## src/rtl/lcd_refresh_sequencer.sv

```systemverilog
// HD44780 16x2 sequencer: power-on init, then endless refresh of 32 character cells.
// Every phase is timed by one 21-bit down-counter. A wait parameter of 0 behaves as 1 cycle.
//
// state    | meaning
// ST_PWR   | power-on wait before the first command
// ST_INIT0 | function set 8'h38
// ST_INIT1 | display on, no cursor 8'h0C
// ST_INIT2 | clear display 8'h01 (long hold)
// ST_INIT3 | entry mode increment 8'h06
// ST_ADDR1 | DDRAM address line 1 (8'h80)
// ST_LINE1 | data writes for cells 0..15
// ST_ADDR2 | DDRAM address line 2 (8'hC0)
// ST_LINE2 | data writes for cells 16..31
module lcd_refresh_sequencer #(
  parameter int unsigned PWR_WAIT  = 1000000,
  parameter int unsigned SETUP_CYC = 4,
  parameter int unsigned EN_CYC    = 16,
  parameter int unsigned CMD_WAIT  = 2500,
  parameter int unsigned CLR_WAIT  = 100000
) (
  input  logic       CLOCK_50,
  input  logic       RST_N,
  input  logic [7:0] lcd_char,
  output logic [4:0] lcd_index,
  output logic       frame_done,
  output logic       LCD_ON,
  output logic       LCD_BLON,
  output logic       LCD_RW,
  output logic       LCD_EN,
  output logic       LCD_RS,
  inout  wire  [7:0] LCD_DATA
);

  typedef enum logic [3:0] {
    ST_PWR,
    ST_INIT0,
    ST_INIT1,
    ST_INIT2,
    ST_INIT3,
    ST_ADDR1,
    ST_LINE1,
    ST_ADDR2,
    ST_LINE2
  } state_t;

  typedef enum logic [1:0] {
    PH_SETUP,
    PH_STROBE,
    PH_HOLD
  } phase_t;

  // Timer load values are count-1 so the terminal count (0) ends the phase.
  localparam logic [20:0] PWR_LD   = (PWR_WAIT  == 0) ? 21'd0 : 21'(PWR_WAIT  - 1);
  localparam logic [20:0] SETUP_LD = (SETUP_CYC == 0) ? 21'd0 : 21'(SETUP_CYC - 1);
  localparam logic [20:0] EN_LD    = (EN_CYC    == 0) ? 21'd0 : 21'(EN_CYC    - 1);
  localparam logic [20:0] CMD_LD   = (CMD_WAIT  == 0) ? 21'd0 : 21'(CMD_WAIT  - 1);
  localparam logic [20:0] CLR_LD   = (CLR_WAIT  == 0) ? 21'd0 : 21'(CLR_WAIT  - 1);

  state_t      state_q, state_d;
  phase_t      phase_q, phase_d;
  logic [20:0] timer_q, timer_d;
  logic [7:0]  data_q;
  logic        rs_q;
  logic        en_q;
  logic [4:0]  idx_q;
  logic        frame_done_q;

  logic        tc;
  logic        is_clr;
  logic        load_byte;
  logic [7:0]  byte_d;
  logic        rs_d;
  logic        idx_adv;
  logic        frame_end;

  assign tc     = (timer_q == 21'd0);
  assign is_clr = !rs_q && (data_q == 8'h01);

  always_ff @(posedge CLOCK_50 or negedge RST_N) begin
    if (!RST_N) begin
      state_q <= ST_PWR;
      phase_q <= PH_SETUP;
      timer_q <= PWR_LD;
    end else begin
      state_q <= state_d;
      phase_q <= phase_d;
      timer_q <= timer_d;
    end
  end

  always_comb begin
    state_d   = state_q;
    phase_d   = phase_q;
    timer_d   = timer_q;
    load_byte = 1'b0;
    if (!tc) begin
      timer_d = timer_q - 21'd1;
    end else if (state_q == ST_PWR) begin
      state_d   = ST_INIT0;
      phase_d   = PH_SETUP;
      timer_d   = SETUP_LD;
      load_byte = 1'b1;
    end else begin
      case (phase_q)
        PH_SETUP: begin
          phase_d = PH_STROBE;
          timer_d = EN_LD;
        end
        PH_STROBE: begin
          phase_d = PH_HOLD;
          timer_d = is_clr ? CLR_LD : CMD_LD;
        end
        default: begin
          phase_d   = PH_SETUP;
          timer_d   = SETUP_LD;
          load_byte = 1'b1;
          case (state_q)
            ST_INIT0: state_d = ST_INIT1;
            ST_INIT1: state_d = ST_INIT2;
            ST_INIT2: state_d = ST_INIT3;
            ST_INIT3: state_d = ST_ADDR1;
            ST_ADDR1: state_d = ST_LINE1;
            ST_LINE1: state_d = (idx_q == 5'd16) ? ST_ADDR2 : ST_LINE1;
            ST_ADDR2: state_d = ST_LINE2;
            ST_LINE2: state_d = (idx_q == 5'd0) ? ST_ADDR1 : ST_LINE2;
            default:  state_d = ST_PWR;
          endcase
        end
      endcase
    end
  end

  // Byte for the write that starts next cycle; data cells take the upstream character.
  always_comb begin
    byte_d = 8'h00;
    rs_d   = 1'b0;
    case (state_d)
      ST_INIT0: byte_d = 8'h38;
      ST_INIT1: byte_d = 8'h0C;
      ST_INIT2: byte_d = 8'h01;
      ST_INIT3: byte_d = 8'h06;
      ST_ADDR1: byte_d = 8'h80;
      ST_ADDR2: byte_d = 8'hC0;
      ST_LINE1, ST_LINE2: begin
        byte_d = lcd_char;
        rs_d   = 1'b1;
      end
      default: byte_d = 8'h00;
    endcase
  end

  // Index moves as the last HOLD cycle of a data write begins, one cycle ahead of the next latch.
  assign idx_adv = rs_q && (state_q != ST_PWR) && (phase_d == PH_HOLD) && (timer_d == 21'd0) &&
                   !((phase_q == PH_HOLD) && tc);

  // In LINE2 the index reads 0 only during the final HOLD cycle of cell 31.
  assign frame_end = (state_q == ST_LINE2) && (phase_q == PH_HOLD) && tc && (idx_q == 5'd0);

  always_ff @(posedge CLOCK_50 or negedge RST_N) begin
    if (!RST_N) begin
      data_q       <= 8'h00;
      rs_q         <= 1'b0;
      en_q         <= 1'b0;
      idx_q        <= 5'd0;
      frame_done_q <= 1'b0;
    end else begin
      if (load_byte) begin
        data_q <= byte_d;
        rs_q   <= rs_d;
      end
      en_q         <= (phase_d == PH_STROBE);
      frame_done_q <= frame_end;
      if (idx_adv) begin
        idx_q <= idx_q + 5'd1;
      end
    end
  end

  assign lcd_index  = idx_q;
  assign frame_done = frame_done_q;
  assign LCD_EN     = en_q;
  assign LCD_RS     = rs_q;
  assign LCD_DATA   = data_q;
  assign LCD_ON     = 1'b1;
  assign LCD_BLON   = 1'b1;
  assign LCD_RW     = 1'b0;

endmodule
```

## config.mk

```make
export PLATFORM = sky130hd
export DESIGN_NAME = lcd_refresh_sequencer
export DESIGN_NICKNAME = d
export VERILOG_FILES = /design/src/rtl/lcd_refresh_sequencer.sv
export SDC_FILE = /design/constraint.sdc
export NUM_CORES = 1
export LEC_CHECK = 0
export ABC_AREA = 0
export BUFFER_PORTS_ARGS = -buffer_cell sky130_fd_sc_hd__buf_2
export CORE_AREA = 2 2 88 65
export CTS_CLUSTER_DIAMETER = 150
export DETAILED_ROUTE_END_ITERATION = 8
export DIE_AREA = 0 0 90 67
export GPL_ROUTABILITY_DRIVEN = 1
export GPL_TIMING_DRIVEN = 0
export PLACE_DENSITY = 0.72
export SLEW_MARGIN = 20
export SYNTH_ARGS = -nofsm -noshare
export SYNTH_HDL_FRONTEND = slang
export SYNTH_SLANG_ARGS = --single-unit
export TNS_END_PERCENT = 50
```

## constraint.sdc

```tcl
create_clock -name CLOCK_50 -period 4.3 [get_ports CLOCK_50]
set_input_delay 0.43 -clock CLOCK_50 [delete_from_list [all_inputs] [get_ports CLOCK_50]]
set_output_delay 0.43 -clock CLOCK_50 [all_outputs]
set_load 0.05 [all_outputs]
```

==> results.py <==
metrics = {
    "yosys": {
        "yosysWarnings": 0,
        "syn_area_sq_um": 2750,
        "yosysTopAreaCell": "dfrtp_1",
        "async_flop_share_pct": 100,
        "ys_ff_latch": 43,
        "synth-edff-count": 0,
        "yosysSeqAreaShare_pct": 39.7,
        "yosys-top-cells-count": "nor2_1, dfrtp_1, nand2_1",
        "syn_area_per_cell_sq_um": 8.84,
        "synthFlopType": "dfrtp_1",
        "synthDistinctLibCells": 66,
        "netlist_top_cells_area": "dfrtp_1, dfstp_2, nor2_1, nand2_1, xor2_1",
        "yosysMostFrequentCell": "nor2_1",
        "netlist_instances": 311,
        "yosysTopAreaCellShare_pct": 28.2,
    },
    "final_layout": {
        "seqCellArea_sq_um": 1090,
        "nFillCells": 465,
        "fin_cells": 410,
        "diodes": 0,
        "final_cell_area_sq_um": 3050,
        "syn_to_final_growth_pct": 10.9,
        "multi_input_area_sq_um": 1530,
        "layout-drive-gt1-share_pct": 18.0,
        "fin_nets": 351,
    },
    "setup_path": {
        "cp.arrival_ns": 3.37,
        "r2r-start": "timer_q[0]$_DFF_PN1_",
        "rr_worst_depth": 10,
        "startpoint": "timer_q[0]$_DFF_PN1_",
        "cpPeakStageDelay_ns": 0.61,
        "cp_top_family": "simple AND/OR/NAND/NOR gates",
        "worst_path_max_delay_cell": "dfstp_2",
        "reg2reg_to": "lcd_index[1]$_DFFE_PN0P_",
        "cp-endpoint": "lcd_index[1]$_DFFE_PN0P_",
        "cp.required_ns": 4.48,
        "path_cells": "inv_1, ha_1, nor4b_1, nand4_1, buf_2, nor2_1, nor4b_1, o2111ai_2, nor3_2, mux2_1",
        "worst-r2r-setup-slack_ns": 1.11,
        "cp_num_cells": 10,
        "crit_fanout": 10,
        "start_kind": "flip-flop",
        "cpMostUsedCell": "nor4b_1",
        "worstSetupPathType": "flip-flop to flip-flop",
        "end_kind": "flip-flop",
        "critPathBufInv": 2,
    },
    "clock_tree": {
        "cts_resized": 0,
        "clk_latency_ns": 0.30,
        "hold_buffers": 0,
        "post_cts.repair.setup_buffers": 0,
        "clkTransAtPathRegs_ns": 0.08,
        "cts.path.max_buffers": 2,
        "clock_sinks": 43,
        "cts_tree": "yes",
        "root_buffer": "clkbuf_8",
        "htree_num_levels": 2,
        "cts_buffers": 5,
    },
    "pwr": {
        "vdd_ir_drop_max_mv": 0.147,
        "power.density_nw_per_um2": 380,
        "p_leak_nw": 1.20,
    },
    "floorplanning": {
        "core_area_sq_um": 5120,
        "initial_core_util_pct": 53.7,
        "die_h_um": 67,
        "die-width_um": 90,
        "fp-row-count": 22,
        "io_pins": 29,
        "fp.dieArea_sq_um": 6030,
    },
    "sta": {
        "clock.fmax_ghz": 0.313,
        "slew_headroom_pct": 27.4,
        "setup_slack_ns": 1.11,
        "finClkSkew_ns": 0.00711,
        "setup_tns_ns": 0,
        "worst_pin_slew_ns": 1.07,
        "hold_viol": 0,
        "period_share_pct": 74.2,
        "finalMaxSlewViolations": 0,
        "fin_crit_ns": 3.19,
        "grt_setup_unrepaired": "no",
        "setup_viol": 0,
    },
    "run_status": {
        "outcome": "finished clean",
    },
    "route": {
        "antenna_left": 0,
        "drt_iter0_drc": 388,
        "dr.pass1.iters": 7,
        "drc": 0,
        "vias": 2534,
        "drt-wirelength-per-cell_um": 17.6,
        "avgViaCountPerCell": 6.18,
        "totalWireLength_um": 7240,
    },
    "placed_design": {
        "io_buffers": 17,
        "place_ws_ns": 1.17,
        "placed_cell_area_sq_um": 2930,
        "hpwl_um": 5400,
        "gp_congestion": 0.918,
        "placedCellCount": 401,
    },
    "global_routing": {
        "grt_pass1_wl_um": 11800,
        "grt_pass1_vias": 2260,
        "grt_usage_pct": 25.5,
        "antenna_found_initial": 0,
        "grt_overflow": 0,
        "grt_max_degree": 44,
    },
    "hold_path": {
        "hp-class": "input pin to async pin",
    },
    "flow_run": {
        "drv_cap": 0,
    },
}
## registers in the layout (all words and copies together) (netlist names)
register / cells
state_q: 4
timer_q: 21
LCD_DATA: 8
phase_q: 2
LCD_EN: 1
LCD_RS: 1
frame_done: 1
lcd_index: 5
## placed cells by master, fill, tap and decap left out, types with 3 or more instances in the layout
master	n
dfrtp_1	31
xor2_1	10
xnor2_1	9
nand4_1	4
nor3_1	12
buf_4	3
conb_1	3
dfstp_2	12
buf_2	20
inv_1	10
nand3_1	14
nand4b_1	3
nand2_1	29
nor2b_1	4
or4_1	3
nor2_1	36
nor4b_1	6
o21ai_0	13
nor3b_1	4
ha_1	4
nand2b_1	3
clkbuf_8	7
clkbuf_1	9
a21oi_1	17
o21ai_1	3
o31ai_1	4
nor4_1	12
## layer usage
metal | share of wire [%] | vias to the layer above | global-route usage [%]
met5 | 0 | - | 0
met4 | 0.91 | 0 | 6.35
met3 | 9.9 | 12 | 5.32
met2 | 41 | 137 | 35.4
met1 | 48 | 1198 | 39.5
li1 | - | 1187 | -
## final cells by class
| cell class | instances | share of cell area [%] |
|---|---|---|
| multi-input combinational | 242 | 50.1 |
| sequential | 43 | 35.8 |
| timing repair buffer | 18 | 3.45 |
| clock buffer | 8 | 3.28 |
| buffer | 16 | 2.95 |
| tap | 72 | 2.95 |
| inverter | 11 | 1.52 |
## per-stage QoR
stage / power [W] / util (%) / hold slack [ns]
after detailed placement: 0.000874 / 57.2 / 0.482
after global routing: 0.00123 / 59.6 / 0.0277
after floorplan: 0.000798 / - / 0.134
final: 0.00116 / 59.6 / 0.0183
after global placement: 0.000865 / 57.2 / 0.476
after CTS: 0.00116 / 59.2 / 0.251
## worst reg2reg max path: stages (launching register included)
cell and delay [ns]:
dfstp_2 0.61, inv_1 0.09, ha_1 0.23, nor4b_1 0.16, nand4_1 0.11, buf_2 0.22
nor2_1 0.19, nor4b_1 0.55, o2111ai_2 0.28, nor3_2 0.30, mux2_1 0.34
## logic make-up (layout without fill, tap and decap cells)
group / count (synthesis) / after routing / share of synthesized area (%)
and+or+nand+nor: 150 / 150 / 30.0
AOI/OAI and AO/OA: 65 / 65 / 16.8
DFF: 43 / 43 / 39.7
buffers and inverters: 27 / 53 / 4.96
xor gates and xnor gates: 19 / 19 / 6.05
adders and majority gates: 4 / 4 / 1.82
other: 2 / 3 / 0.273
muxes: 1 / 1 / 0.409
## worst min path at each step
stage,start,endpoint,depth (start not counted)
after global placement,timer_q[0]$_DFF_PN1_,timer_q[0]$_DFF_PN1_,1
after floorplan,RST_N,LCD_DATA[0]$_DFFE_PN0P_,0
final,RST_N,timer_q[8]$_DFF_PN0_,1
after detailed placement,timer_q[0]$_DFF_PN1_,timer_q[0]$_DFF_PN1_,1
after global routing,RST_N,lcd_index[1]$_DFFE_PN0P_,1
after CTS,LCD_DATA[0],LCD_DATA[0]$_DFFE_PN0P_,2
## report_power, final
| part | internal [W] | switching (W) |
|---|---|---|
| Combinational | 0.000106 | 0.000153 |
| Clock | 0.000147 | 0.000138 |
| Sequential | 0.000506 | 0.000109 |
| Total | 0.000759 | 0.000400 |
(Power assumes the default switching activity.)
